===== config.mk =====
export PLATFORM = sky130hd
export DESIGN_NAME = multip_seq_nbits
export DESIGN_NICKNAME = d
export VERILOG_FILES = /design/src/rtl/multip_pkg.sv /design/src/rtl/adder_nbits.sv /design/src/rtl/multip_seq_nbits.sv
export SDC_FILE = /design/constraint.sdc
export NUM_CORES = 1
export LEC_CHECK = 0
export ABC_AREA = 0
export CAP_MARGIN = 20
export CORE_ASPECT_RATIO = 1.75
export CORE_MARGIN = 2
export CORE_UTILIZATION = 35
export DETAILED_ROUTE_END_ITERATION = 16
export PLACE_DENSITY = 0.54
export RECOVER_POWER = 25
export SYNTH_ARGS = -nofsm -noshare
export SYNTH_HDL_FRONTEND = slang
export SYNTH_HIERARCHICAL = 1
export SYNTH_SLANG_ARGS = --single-unit

===== constraint.sdc =====
create_clock -name clk_i -period 5.4 [get_ports clk_i]
set_input_delay 0.81 -clock clk_i [delete_from_list [all_inputs] [get_ports clk_i]]
set_output_delay 0.81 -clock clk_i [all_outputs]
set_load 0.05 [all_outputs]

===== src/rtl/multip_pkg.sv =====
// Shared types and helpers for the sequential shift-add multiplier.
package multip_pkg;

    localparam int MULTIP_NB_BITS_DEF = 8;
    localparam int MULTIP_MAX_BITS    = 32;

    typedef enum logic [1:0] {
        IDLE = 2'd0,
        RUN  = 2'd1,
        FIN  = 2'd2
    } state_t;

    // The caller zero-extends its operand and keeps the low N bits of the result.
    // The most negative N-bit value maps to 2^(N-1), which still fits unsigned in N bits.
    function automatic logic [MULTIP_MAX_BITS-1:0] mag(
        input logic [MULTIP_MAX_BITS-1:0] val,
        input logic                       neg
    );
        return neg ? (~val + MULTIP_MAX_BITS'(1)) : val;
    endfunction

endpackage


===== src/rtl/adder_nbits.sv =====
// Combinational accumulate adder for the shift-add multiplier; the carry-out is dropped.
module adder_nbits
    import multip_pkg::*;
#(
    parameter int NB_BITS = 2 * MULTIP_NB_BITS_DEF
)
(
    input  logic [NB_BITS-1:0] a,
    input  logic [NB_BITS-1:0] b,
    output logic [NB_BITS-1:0] sum
);

    assign sum = a + b;

endmodule


===== src/rtl/multip_seq_nbits.sv =====
// Sequential shift-add multiplier, one partial product per clock, signed or unsigned.
// Optional early termination when the remaining multiplier is zero: MULTIP_SEQ_EARLY_TERM_EN.
module multip_seq_nbits
    import multip_pkg::*;
#(
    parameter int NB_BITS = MULTIP_NB_BITS_DEF
)
(
    input  logic                   clk_i,
    input  logic                   rst_n_i,
    input  logic                   start_i,
    input  logic                   signed_i,
    input  logic [NB_BITS-1:0]     op1_i,
    input  logic [NB_BITS-1:0]     op2_i,
    output logic                   busy_o,
    output logic                   valid_o,
    output logic [2*NB_BITS-1:0]   s_o
);

    localparam int PW    = 2 * NB_BITS;
    localparam int CNT_W = $clog2(NB_BITS);

    state_t             state;
    state_t             state_nxt;
    logic [PW-1:0]      mcand;
    logic [PW-1:0]      acc;
    logic [PW-1:0]      acc_sum;
    logic [PW-1:0]      acc_nxt;
    logic [NB_BITS-1:0] mplr;
    logic [CNT_W-1:0]   cnt;
    logic               neg;
    logic               last_step;

    adder_nbits #(.NB_BITS(PW)) u_adder (
        .a   (acc),
        .b   (mcand),
        .sum (acc_sum)
    );

    assign acc_nxt = mplr[0] ? acc_sum : acc;

`ifdef MULTIP_SEQ_EARLY_TERM_EN
    assign last_step = (cnt == CNT_W'(NB_BITS - 1)) || (mplr[NB_BITS-1:1] == '0);
`else
    assign last_step = (cnt == CNT_W'(NB_BITS - 1));
`endif

    always_ff @(posedge clk_i or negedge rst_n_i) begin
        if (!rst_n_i) begin
            state <= IDLE;
        end else begin
            state <= state_nxt;
        end
    end

    always_comb begin
        state_nxt = state;
        busy_o    = 1'b0;
        valid_o   = 1'b0;
        case (state)
            IDLE: begin
                if (start_i) begin
                    state_nxt = RUN;
                end
            end
            RUN: begin
                busy_o = 1'b1;
                if (last_step) begin
                    state_nxt = FIN;
                end
            end
            FIN: begin
                busy_o    = 1'b1;
                valid_o   = 1'b1;
                state_nxt = IDLE;
            end
            default: begin
                state_nxt = IDLE;
            end
        endcase
    end

    // Datapath: operands are loaded as magnitudes, the sign is reapplied on the last step
    // so that s_o is already stable during the FIN cycle in which valid_o is high.
    always_ff @(posedge clk_i or negedge rst_n_i) begin
        if (!rst_n_i) begin
            mcand <= '0;
            mplr  <= '0;
            acc   <= '0;
            cnt   <= '0;
            neg   <= 1'b0;
            s_o   <= '0;
        end else begin
            case (state)
                IDLE: begin
                    if (start_i) begin
                        mcand <= PW'(NB_BITS'(mag(MULTIP_MAX_BITS'(op1_i),
                                                  signed_i & op1_i[NB_BITS-1])));
                        mplr  <= NB_BITS'(mag(MULTIP_MAX_BITS'(op2_i),
                                              signed_i & op2_i[NB_BITS-1]));
                        neg   <= signed_i & (op1_i[NB_BITS-1] ^ op2_i[NB_BITS-1]);
                        acc   <= '0;
                        cnt   <= '0;
                    end
                end
                RUN: begin
                    acc   <= acc_nxt;
                    mcand <= mcand << 1;
                    mplr  <= mplr >> 1;
                    cnt   <= cnt + CNT_W'(1);
                    if (last_step) begin
                        s_o <= neg ? (~acc_nxt + PW'(1)) : acc_nxt;
                    end
                end
                default: begin
                end
            endcase
        end
    end

endmodule


# --- Word-level counts from Yosys, hierarchy flattened ---
# Index checks and enable logic that the tools add are counted.
op_classes:
  add_sub_neg: 5
  mul: 0
  n_div: 0
  order_cmp: 0
  n_eq_ne: 5
  shift: 0
  n_mux: 17
  n_bitwise: 7
  n_reduce_logical: 7
op_table:
  columns: ["cell", "n"]
  rows:
  - ["16-bit 2-to-1 mux", 4]
  - ["16-bit case mux with 2 select lines", 2]
  - ["8-bit 2-to-1 mux", 3]
  - ["16-bit by 1-bit adder with 16-bit output (second input constant)", 1]
  - ["16-bit adder", 1]
  - ["8-bit by 1-bit adder with 8-bit output (second input constant)", 2]
  - ["16-bit inverter", 1]
  - ["8-bit inverter", 2]
  - ["8-bit case mux with 2 select lines", 1]
  - ["2-bit AND reduction", 4]
  - ["3-bit case mux with 2 select lines", 1]
  - ["2-bit 2-to-1 mux", 2]
  - ["2-bit != test (second input constant)", 2]
  - ["2-bit case mux with 2 select lines", 1]
  - ["3-bit by 1-bit adder with 3-bit output (second input constant)", 1]
  - ["1-bit AND", 3]
  - ["3-bit == test (second input constant)", 1]
  - ["3-bit 2-to-1 mux", 1]
  - ["2-bit by 1-bit == test with 1-bit output (second input constant)", 1]
  - ["2-bit == test (second input constant)", 1]
  - ["2-bit zero test", 1]
  - ["1-bit 2-to-1 mux", 2]
  - ["2-bit nonzero test", 1]
  - ["2-bit OR reduction", 1]
  - ["1-bit bitwise XOR", 1]
word_totals:
  register_bits: 62
  latchBits: 0
  ramBits: 0
  romBits: 0
  in_bits: 20
  out_inout_bits: 18
  mem_count: 0

# --- Longest topological paths before layout ---
# Gate-level depths: netlist (run 1).
logic_depth:
  word_depth: 5
  mapped_depth: 12
  depth_no_buf: 12

# --- By module ---
# The synthesis (run 1) kept the hierarchy.
by_module_without_submodules:
  columns: ["module", "instances", "cells_each", "area_per_inst_um2"]
  rows:
  - ["multip_seq_nbits", 1, 370, 3462.1]
  - ["adder_nbits", 1, 98, 724.4]

# --- Worst setup path before layout (run 1) ---
# OpenSTA, ideal clock, no wires.
synth_timing:
  path_kind: "flip-flop to flip-flop"
  from: "register mplr[0]"
  to: "register s_o[14]"
  arrival_time_ns: 3.144
  required_time_ns: 5.265
  path_slack_ns: 2.122
  path_stages_with_launch: 12
  n_path_buf: 4
  synth_period_minus_slack_ns: 3.278
  cell_sequence: "dfrtp_1 > buf_6 > buf_6 > buf_6 > clkbuf_1 > mux2i_1 > ha_1 > or4bb_1 > a222oi_1 > o2111ai_1 > mux2i_1 > o311ai_1"
synth_between:
  elab_chain_cells: 4
synth_lines:
  columns: ["element", "line_no", "text"]
  rows:
  - ["start: declaration", "multip_seq_nbits.sv:29", "logic [NB_BITS-1:0] mplr;"]
  - ["start signal: assignment", "multip_seq_nbits.sv:99", "mplr <= NB_BITS'(mag(MULTIP_MAX_BITS'(op2_i),"]
  - ["start signal: assignment", "multip_seq_nbits.sv:109", "mplr <= mplr >> 1;"]
  - ["16-bit 2-to-1 mux (*)", "multip_seq_nbits.sv:40", "assign acc_nxt = mplr[0] ? acc_sum : acc;"]
  - ["16-bit inverter", "multip_seq_nbits.sv:112", "s_o <= neg ? (~acc_nxt + PW'(1)) : acc_nxt;"]
  - ["16-bit by 1-bit adder with 16-bit output", "multip_seq_nbits.sv:112", null]
  - ["16-bit 2-to-1 mux (*)", "multip_seq_nbits.sv:112", null]
  - ["end signal: assignment", "multip_seq_nbits.sv:112", null]
  - ["end: declaration", "multip_seq_nbits.sv:17", "output logic [2*NB_BITS-1:0] s_o"]
# Mark *: on every way between the ends. The rest lies on a longest branch, timed or not.
# A chain may end at the register's enable or synchronous reset.

==> impl_summary.md, run 1 <==
Detailed routing
For this run, the detailed router's first-pass iteration total came to 4. The number of design rule violations left after detail routing is 0. After detailed routing, the number of vias per cell comes to 5.406. Dividing the detail-routed wire length by the instance count gives about 16 µm. The via count is roughly 3500.

The final layout contains routed wiring with a total length of just over 10000 µm. Once detail routing completed, the nets flagged for antenna violations numbered 0. The top layer used by detailed routing is met4. Detailed routing placed a total of ~190 µm of wire on met3. Summed over all nets, wire length on met2 after detailed routing comes to 5548 µm. The number of DRC violations after detailed-routing iteration 0 is about 110. After detailed routing, the wire length on met1 is about 4400 µm.

Critical path
The biggest fanout along the worst timing path is 62. STA classifies the critical path startpoint as a primary input. The worst path buffer plus inverter count is 2. The cell family with the largest share of critical-path delay is buffers and inverters. Traced cell by cell, the critical path runs through buf_2 -> clkbuf_1. At the worst endpoint, the required time is between 5 and 6 ns. The data arrival time of the critical path is 3.33 ns.

STA classifies the critical path endpoint as an asynchronous set/reset pin. The critical path is of the in2async type. The cell at the slowest stage of the critical path is sky130_fd_sc_hd__clkbuf_1.

The longest individual stage delay on the worst path is about 2.4 ns.

Pwr
Of the total power, the share spent switching nets is about 46%. The leakage power summed over all cells is ~0.0022 µW. The power share of the combinational group is 54.0%.

The power per cell area is 547.8 mW/mm². The design draws approximately 2700 µW. The cell internal power dissipation is 1459 µW. The highest ir drop seen on vdd is between 0.3 and 0.4 mV. The analysis attributes to net switching a power of 1232 µW. Sequential cells burn 27.1% of the power.

The fraction of power consumed by the clock network is a little under a fifth.

STA
Timing would allow up to 272.6 MHz. The clock arrives with 0.006488 ns of skew. The final-report hold violation count came to 0. In the finished design, the share of the clock period the worst path needs comes to roughly two thirds. The transition at the pin with the smallest max-transition slack is 3.392 ns.

The final-report max-slew violation count was 63. The tightest hold path in the finished design has a slack of between 0.4 and 0.5 ns. The setup slack of the critical path after layout is about 1.7 ns.

Setup repair after global routing left no endpoint under its margin. Headroom to the max-slew limit came out at -126.1%. The aggregate negative setup slack is 0 ns. The final count of negative-setup-slack endpoints is 0.

The minimum clock period after layout is ~3.7 ns.

CTS
The depth of the CTS H-tree is 3. The number of buffers on the longest clock path is 2. Post-CTS timing repair inserted 0 buffers for setup. CTS saw a little over 60 sinks. The clock tree from TritonCTS is built. The number of clock buffers added by TritonCTS is 9. The hold buffer count at CTS is 0. The clock root buffer master is sky130_fd_sc_hd__clkbuf_16. Once the clock tree was built, the resizer swapped 0 gates to a different size. After clock tree synthesis, the clock-pin slew on the worst setup and hold paths is 0.05 ns. The insertion delay to the later sink of the worst-skew pair is approximately 0.33 ns.

Cells and area
The end-of-flow core utilization is roughly 42%. The antenna diode instance count is 0. After the last flow step, the layout net total stands at approximately 550. The synthesis-to-finish area growth is 17.33%. The share of cells above drive strength 1 is 5.929%.

Synthesis
The number of enable flip-flop cells after synthesis is 0. In the synthesized netlist the dominant register cell turns out to be sky130_fd_sc_hd__dfrtp_1. Averaged over all synthesized cells, the footprint is 8.946 µm². Synthesis produced a netlist whose cell count is roughly 470. Yosys printed 6 warnings.

By count the netlist is led by 69 x sky130_fd_sc_hd__nand2_1, 62 x sky130_fd_sc_hd__dfrtp_1, 59 x sky130_fd_sc_hd__o21ai_0. The async set-reset flop share out of synthesis is 100.0%. The post-synthesis sequential element count is 62. Summing the sequential cell areas from Yosys gives around 37% of the chip area. When the netlist entered floorplanning its net count stood at roughly 510. Of the post-synthesis cell area, the dominant cell type holds between 30% and 40%. The netlist area before placement is about 0.0042 mm². The cell with the most instances after synthesis is sky130_fd_sc_hd__nand2_1. The number of different library cells used by synthesis comes to 54. After synthesis, the cell types taking the most area are sky130_fd_sc_hd__dfrtp_1 37%, sky130_fd_sc_hd__ha_1 7.5%, sky130_fd_sc_hd__o21ai_0 7.1%. sky130_fd_sc_hd__dfrtp_1 takes more of the synthesized area than any other cell.

Floorplanning
38 I/O pins were placed. The area inside the core boundary is ~0.012 mm². The horizontal extent of the die is about 87 µm. The effective utilization at floorplan is 35.95%. The count of standard-cell rows is 52. From bottom edge to top edge, the die measures approximately 150 µm. The floorplan step defined a die boundary enclosing roughly 0.013 mm².

GRT
The wire length of the first global-routing pass is 17650 µm. The number of antenna violations at the first check in global routing is 0. After global routing the overflow that remains totals 0. The via count of the first global-routing pass is 3595. The pin count of the biggest net entering global routing is 63.

Global routing used approximately 17% of the available tracks across all layers.

Placed design
The worst setup timing slack at the placement stage is approximately 1.8 ns. Input and output buffers added on the ports amount to 37. The final RePlAce weighted congestion is 0.9143. The HPWL reported at the end of detailed placement is about 7900 µm.

Status
The run finished, with violations left. The final reports fail on max-capacitance violations, max-slew violations.

Hold path
The min-delay analysis places its worst path in the category reg2reg.

Job
The tool flagged a number of max-cap violations equal to 1.
## cell usage in the layout, fill, tap and decap left out, types with 7 or more instances in the layout
master,n
sky130_fd_sc_hd__nand2_1,69
sky130_fd_sc_hd__dfrtp_1,62
sky130_fd_sc_hd__o21ai_0,58
sky130_fd_sc_hd__clkdlybuf4s50_1,36
sky130_fd_sc_hd__a21oi_1,33
sky130_fd_sc_hd__mux2i_1,27
sky130_fd_sc_hd__ha_1,25
sky130_fd_sc_hd__xnor2_1,20
sky130_fd_sc_hd__inv_1,14
sky130_fd_sc_hd__nor2_1,14
sky130_fd_sc_hd__nor3_1,13
sky130_fd_sc_hd__xor2_1,13
sky130_fd_sc_hd__a22o_1,12
sky130_fd_sc_hd__nand3_1,10
sky130_fd_sc_hd__clkbuf_16,9
sky130_fd_sc_hd__nor3b_1,7
## power groups by stage
| stage | Sequential (µW) | Clock [µW] | Combinational [µW] |
|---|---|---|---|
| after floorplan | 709 | 0 | 1130 |
| after global placement | 736 | 0 | 1440 |
| after detailed placement | 739 | 0 | 1450 |
| after CTS | 732 | 521 | 1460 |
| after global routing | 752 | 546 | 1630 |
| final | 731 | 508 | 1450 |
## state kept, by name, summed over array words and instances, names as in the netlist
register  flops
mplr          8
mcand        16
s_o          16
neg           1
cnt           3
acc          16
state         2
## cell families (layout without fill, tap and decap cells)
family,Yosys count,in the layout,synth area share (%)
AND/OR/NAND/NOR,143,143,16.68
adder cells (fa/ha/maj),26,26,7.950
multiplexers,29,29,6.993
XOR/XNOR,33,33,6.904
buffers and inverters,33,71,3.885
AO/OA/AOI/OAI,142,142,20.53
flip-flops,62,62,37.06
## metrics by stage
stage               cell area (µm²)  instances
global route                   4912        641
detailed placement             4659        626
floorplan                      4187        468
CTS                            4916        641
finish                         4912        641
global placement               4659        626
## final cells by class
type / instances / area (µm²)
fill: 1144 / 6734
timing repair buffer: 42 / 399.1
multi-input combinational: 373 / 2484
clock inverter: 5 / 27.53
sequential: 62 / 1551
tap: 135 / 168.9
inverter: 14 / 52.55
clock buffer: 10 / 229.0
## path summary, 6_finish.rpt
| check | start | end | slack, ns | cells after the start |
|---|---|---|---|---|
| setup / recovery | rst_n_i | acc[7] | 1.73 | 2 |
| hold / removal | s_o[9] | s_o[9] | 0.47 | 2 |
| setup reg to reg | acc[0] | s_o[14] | 1.79 | 9 |
| hold reg to reg | s_o[9] | s_o[9] | 0.47 | 2 |
| max in group clk_i | acc[0] | s_o[14] | 1.79 | 9 |
| min in group asynchronous | rst_n_i | mcand[12] | 1.71 | 2 |
## layer usage
layer  GRT usage [%]  vias up
met2           31.73       58
li1                -     1756
met4           6.094        0
met5               0        -
met1           20.02     1636
met3           2.886       15
## worst min-delay path, cell delays in order, from the launching register on
cell and delay (ns):
sky130_fd_sc_hd__dfrtp_1 0.33, sky130_fd_sc_hd__nand2_1 0.05, sky130_fd_sc_hd__o21ai_0 0.06
Power figures use the tool's default switching activity.
==> inputs of run 2 (changes only) <==
- clock period: 5.4 -> 3.4 ns (I/O delays scaled with it)
==> impl_summary.md, run 2 (synthesis results as in run 1) <==
Status
Result of the run: finished clean (was finished with violations).

GRT
The via count of the first global-routing pass was 3605 (was 3595). The pin count of the biggest net entering global routing is 44 (was 63). The wire length of the first global-routing pass was 17350 µm (was 17650 µm). The total global routing overflow is 0 (unchanged).

The global-route usage over all layers came to 17.21% (was 17.39%). The met3 capacity usage during global routing is 3.163% (was 2.886%). The most used routing layer in global routing is met2 (unchanged). The global routing met2 resource utilization is 31.65% (was 31.73%). The number of antenna violations at the first check in global routing is 0 (unchanged). The fraction of met1 tracks used by global routing is 18.99% (was 20.02%).

Detailed routing
The number of DRC violations after detailed-routing iteration 0 is 112 (was 111). The average routed wire per standard cell is 15.86 µm (was 16.20 µm). The length of the first detailed-routing pass in iterations is 4 (unchanged). The via count came to 3584 (was 3465).

The number of design rule violations left after detail routing is 0 (unchanged). The detailed-route wire length is 10470 µm (was 10390 µm). The via density per instance is 5.430 (was 5.406). The number of nets with antenna violations after detailed routing was 0 (unchanged).

STA
Subtracting the final worst setup slack from the clock period gives between 3 and 4 ns. The final-layout worst hold slack was 0.3719 ns (was 0.4747 ns). The final-report max-slew violation count is 0 (was 63). The part of the cycle the worst path needs is a little over nine tenths. RSZ-0062 raised after global routing: no (unchanged).

The worst clock skew is 0.006782 ns (was 0.006488 ns). The worst max-slew margin expressed relative to the limit is 24.69% (was -126.1%). The final count of negative-setup-slack endpoints is 0 (unchanged). The achievable frequency is between 300 and 400 MHz. The transition at the pin with the smallest max-transition slack is 1.130 ns (was 3.392 ns). The final-report hold violation count came to 0 (unchanged).

Floorplanning
The top-level port count was 38 (unchanged). The count of standard-cell rows is 52 (unchanged). The area inside the core boundary is 0.01165 mm² (unchanged).

The horizontal extent of the die is 86.68 µm (unchanged). The area of the die is 0.01289 mm² (unchanged). The effective utilization at floorplan is 35.95% (unchanged).

The die span in y is 148.7 µm (unchanged).

Pwr
The leakage power summed over all cells came to 0.002271 µW (was 0.002163 µW). The highest ir drop seen on vdd is 0.5657 mV (was 0.3556 mV). The power per cell area is 905.5 mW/mm² (was 547.8 mW/mm²).

The total power is 4648 µW (was 2691 µW).

CTS
The clock root buffer master was sky130_fd_sc_hd__clkbuf_16 (unchanged). The number of sinks handled by clock tree synthesis came to 62 (unchanged). The depth of the CTS H-tree is 3 (unchanged). The number of buffers on the longest clock path is 2 (unchanged). The clock input transition at the sequential cells of the worst setup and hold paths is 0.05 ns (about the same). The number of buffers added by the clock tree synthesis step came to 9 (unchanged). The number of buffers inserted by post-CTS setup repair came to 0 (unchanged). The clock tree from TritonCTS is built (unchanged). The insertion delay to the later sink of the worst-skew pair is 0.33 ns (about the same).

Cells and area
The antenna diode instance count is 0 (unchanged). Top library cells by usage in the layout, fill and taps aside: 69 x sky130_fd_sc_hd__nand2_1, 62 x sky130_fd_sc_hd__dfrtp_1, 56 x sky130_fd_sc_hd__o21ai_0, 36 x sky130_fd_sc_hd__clkdlybuf4s50_1, 31 x sky130_fd_sc_hd__a21oi_1 (was 69 x sky130_fd_sc_hd__nand2_1, 62 x sky130_fd_sc_hd__dfrtp_1, 58 x sky130_fd_sc_hd__o21ai_0, 36 x sky130_fd_sc_hd__clkdlybuf4s50_1, 33 x sky130_fd_sc_hd__a21oi_1). The synthesis-to-finish area growth is 22.62% (was 17.33%). The most common cell after layout, fill and taps aside is sky130_fd_sc_hd__nand2_1 (unchanged). The post-route non-filler standard cell count is 660 (was 641).

The layout net count was 566 (was 548). The number of fillers in the final layout was 1139 (was 1144). Largest registers: acc x16, mcand x16, s_o x16 (unchanged).

The post-route cell area is 0.005134 mm² (was 0.004912 mm²). The share of cells above drive strength 1 came to 10.86% (was 5.929%).

Critical path
The required time of the critical path is 3.66 ns (was 5.06 ns). The data arrival time of the critical path came to 3.54 ns (was 3.33 ns). The type of element capturing the critical path is a flip-flop (was asynchronous set/reset pin). The element type at the critical path start is a flip-flop (was primary input). Crit-path cells: ha_1 -> fa_2 -> a21o_2 -> nand3_1 -> nand2_1 -> a21oi_2 -> xnor2_1 -> or3b_1 -> and2_1 -> or4_4 -> or4_1 -> nand3_1 (was buf_2 -> clkbuf_1).

The biggest fanout along the worst timing path is 3 (was 62). The cell at the slowest stage of the critical path is sky130_fd_sc_hd__or4_4 (was sky130_fd_sc_hd__clkbuf_1). The critical path's most frequent cell is sky130_fd_sc_hd__nand3_1. The classification of the worst setup path is reg2reg (was in2async). The longest individual stage delay on the worst path is 0.54 ns (was 2.36 ns).

Placed design
The cell area after placement is 0.004795 mm² (was 0.004659 mm²). The cell count after placement is 644 (was 626). The final RePlAce weighted congestion is 0.9162 (was 0.9143). The HPWL reported at the end of detailed placement was 7956 µm (was 7873 µm).

The count of input and output buffers is 37 (unchanged).

Hold path
The worst min-delay path class was in2async (was reg2reg).

Job
The count of maximum capacitance violations is 0 (was 1).
run 2: cell count changes in the layout (fill, tap and decap cells not counted), moves of 2 or more:
cell / before / now
sky130_fd_sc_hd__a21oi_1: 33 / 31
sky130_fd_sc_hd__a21oi_2: 0 / 2
sky130_fd_sc_hd__buf_4: 4 / 22
sky130_fd_sc_hd__ha_1: 25 / 23
sky130_fd_sc_hd__o21ai_0: 58 / 56
sky130_fd_sc_hd__o21ai_1: 3 / 5
run 2: final cells by class:
cell class              count  area, µm²  share of cell area (%)
flip-flops and latches     62       1551                   30.22
repair buffers             60      534.3                   10.41
clock buffers              11      232.7                   4.533
clock inverters             5      50.05                  0.9749
well taps                 135      168.9                   3.290
multi-input cells         373       2544                   49.55
inverters                  14      52.55                   1.024
run 2: timing repair:
action,4_1_cts,5_1_grt
setup endpoints to repair,3,4
resized for setup,2,11
pin swaps,1,4
hold buffers,0,0
run 2: per-layer routing:
metal,vias up,routed length [µm]
li1,1796,-
met1,1702,4277
met2,65,5624
met3,21,294
met4,0,268
met5,-,0
run 2: where the power goes:
part           internal [µW]  switching [µW]  total (µW)  leakage (µW)
Sequential               943             220        1160      0.000835
Clock                    562             326         888      0.000143
Combinational           1100            1500        2600       0.00129
run 2: worst max-delay path: cells and delay by family, from the launching register on:
kind | cells | cell delay (ns)
fa+ha+maj | 2 | 0.58
xor+xnor | 1 | 0.08
simple gates | 7 | 1.77
flops | 1 | 0.38
compound gates | 2 | 0.39
run 2: stage by stage:
step / setup slack (ns) / utilization (%) / TNS, ns
global placement: -0.1029 / 41.17 / -0.1029
CTS: 0.01963 / 43.75 / 0
global route: 0.001564 / 44.08 / 0
detailed placement: -0.1420 / 41.17 / -0.1724
floorplan: 0.1215 / - / 0
finish: 0.1251 / 44.08 / 0
run 2: path summary, 6_finish.rpt:
kind,start,to,slack [ns],cells past startpoint
worst max-delay path,acc[0],s_o[11],0.13,12
worst min-delay path,rst_n_i,cnt[1],0.37,1
max in group asynchronous,rst_n_i,s_o[6],1.33,2
worst min register to register,s_o[1],s_o[1],0.47,2
min in group clk_i,s_o[1],s_o[1],0.47,2
worst max register to register,acc[0],s_o[11],0.13,12
==> edit: new RTL, settings of run 2 <==
Re-encode `state_t` (3 states) as one-hot, 3 bits wide.
--- a/src/rtl/multip_pkg.sv
+++ b/src/rtl/multip_pkg.sv
@@ -6,6 +6,6 @@
 
-    typedef enum logic [1:0] {
-        IDLE = 2'd0,
-        RUN  = 2'd1,
-        FIN  = 2'd2
+    typedef enum logic [2:0] {
+        IDLE = 3'b001,
+        RUN  = 3'b010,
+        FIN  = 3'b100
     } state_t;
Check against the original RTL: no difference found for any inputs over 4 cycles, from zero or initial values and one cycle with rst_n_i low; so few cycles prove little.
==> edit against run 2 <==
- the run now ends with max-capacitance violations, max-slew violations left
- worst setup slack improved by 0.11 ns
- synthesized area down 3.9%
- power down 9.3%
- cell count fell by 8.2%
- sequential share of layout area up 1.9 points
- clock power rose by 14%
- combinational power decreased by 21%
- cell area shrank 4.2%
- critical path depth stayed put
- sequential cell count is 1 higher
- hold slack better by 0.099 ns
- routed wire length decreased by 4.9%
==> edit: results (changes against run 2) <==
- Critical Path Max Stage Delay: 0.42 ns (was 0.54 ns)
- # nets final: 510 (was 566)
- Lkg Pwr: 2.15 nW (was 2.27 nW)
- Largest net degree at the start of global routing: 38 (was 44)
- Crit path from: acc[0]$_DFFE_PN0P_ (unchanged)
- CTS H-tree lvls: 3 (unchanged)
- Hold Path Origin: s_o[6]$_DFFE_PN0P_
- Post-synth net total: 467 (was 514)
- Sequential-to-total area share from yosys stat: 39.2% (was 37.1%)
- Reg-to-Reg End: s_o[12]$_DFFE_PN0P_ (was s_o[11]$_DFFE_PN0P_)
- Synth unique cells: 54 (unchanged)
- Buffers on Ports: 37 (unchanged)
- Vias in the first global route: 3411 (was 3605)
- Power Dens Cells: 857 nW/um^2 (was 905 nW/um^2)
- N_diodes: 0 (unchanged)
- All-Layer GR Usage: 16.9% (was 17.2%)
- DP Area: 4570 sq um (was 4790 sq um)
- Failing checks: max-capacitance violations, max-slew violations
- Post-CTS Setup Inserts: 0 (unchanged)
- Vias per cell: 5.48 (was 5.43)
- DR WL/cell: 16.4 um (was 15.9 um)
- Initial antenna violation count: 0 (unchanged)
- Cells on worst reg2reg path: 12 (unchanged)
- Peak VDD IR: 0.000348 V (was 0.000566 V)
- Number of slew-limit violations in the final report: 30 (was 0)
- Biggest registers after layout: acc (16), mcand (16), s_o (16) (unchanged)
- Routed Antenna Nets: 0 (unchanged)
- Fraction of registers with async set/reset: 100% (unchanged)
- Outcome: finished with violations (was complete, no violations)
- Cell family with most CP delay: compound AO/OA/AOI/OAI gates (was simple AND/OR/NAND/NOR gates)
- CTS Buffer Depth: 2 (unchanged)
- Number of iterations in the first detailed-routing pass: 4 (unchanged)
- Critical path's slowest cell: fa_1 (was or4_4)
- DP HPWL: 7.36 mm (was 7.96 mm)
- Layout fillers: 1067 (was 1139)
- Clock root buffer: clkbuf_16 (unchanged)
- WHS Path Cells: 2
- First-pass GRT wire length: 16.6 mm (was 17.3 mm)
- Prevailing post-synth register cell: dfrtp_1 (unchanged)
- Skew-Pair Late Insertion Delay: 0.33 ns (about the same)
- Max Cap Viol: 1 (was 0)
- Placer congestion estimate: 0.911 (was 0.916)
- Arr. time, crit path: 3.37 ns (was 3.54 ns)
- Synth top area cells: dfrtp_1 (39%), xnor2_1 (7.2%), ha_1 (6.2%) (was dfrtp_1 (37%), ha_1 (7.5%), o21ai_0 (7.1%))
- Synth top cells by count: dfrtp_1 (62), nand2_1 (50), o21ai_0 (50) (was nand2_1 (69), dfrtp_1 (62), o21ai_0 (59))
- Total CTS buffers: 9 (unchanged)
- Max_slew headroom: -9.90% (was 24.7%)
- Clock Skew: 0.0107 ns (was 0.00678 ns)
- Initial DRC Count: 117 (was 112)
- Hold Path Class: register to register (was input pin to asynchronous set/reset pin)
- Reg clk slew, reported paths: 0.05 ns (about the same)
- Yosys Warn Count: 6 (unchanged)
- Reg-to-reg slack, setup: 0.23 ns (was 0.13 ns)
- Share of cells above drive strength 1: 9.92% (was 10.9%)
edit: kinds of logic after synthesis:
group,share of synthesized area [%]
AO/OA/AOI/OAI,23.6
XOR/XNOR,8.71
flip-flops,39.2
adder cells (fa/ha/maj),6.72
buffers and inverters,3.14
AND/OR/NAND/NOR,13.9
multiplexers,4.73
edit: worst max-delay path by stage:
stage	endpoint	slack, ns	cells after the start
finish	s_o[12]$_DFFE_PN0P_	0.23	12
global route	s_o[15]$_DFFE_PN0P_	0.009	12
global placement	s_o[15]$_DFFE_PN0P_	0.13	12
detailed placement	s_o[14]$_DFFE_PN0P_	0.08	12
floorplan	s_o[14]$_DFFE_PN0P_	0.32	12
CTS	s_o[14]$_DFFE_PN0P_	0.05	12
edit: cell type report:
type	instances	area share, %
Clock buffer	13	5.29
Multi-Input combinational cell	334	47.8
Tap cell	132	3.36
Timing Repair Buffer	50	9.32
Sequential cell	63	32.1
Inverter	11	0.840
Clock inverter	3	1.32
edit: report_power, final:
part           switching, mW  internal, mW  leakage, nW
sequential             0.203         0.936        0.780
clock                  0.331         0.681        0.160
combinational           1.24         0.822         1.21
total                   1.77          2.44         2.15
edit: tightest hold or removal path, cell delays in order, from the launching register on:
cell and delay (ns):
dfrtp_1 0.33, nand2_1 0.04, o21ai_0 0.06
edit: layer usage:
| layer | track usage [%] | vias up | part of all wire (%) | routed length [um] |
|---|---|---|---|---|
| met5 | 0 | - | 0 | 0 |
| met3 | 3.06 | 8 | 3.0 | 295 |
| met2 | 30.1 | 60 | 54 | 5320 |
| li1 | - | 1659 | - | - |
| met1 | 19.2 | 1591 | 42 | 4180 |
| met4 | 7.70 | 0 | 1.5 | 148 |
edit: through the flow:
stage                     setup slack [ns]  cells  hold WS, ns
after floorplan                      0.317    426        0.214
after global placement               0.133    590        0.461
after detailed placement            0.0798    590        0.469
after CTS                           0.0537    606        0.240
after global routing               0.00917    606        0.504
final                                0.234    606        0.471
edit: repair_timing:
| item | CTS | global route |
|---|---|---|
| hold buffers | 0 | 0 |
| setup endpoints to repair | 0 | 6 |
| resized for setup | 0 | 4 |
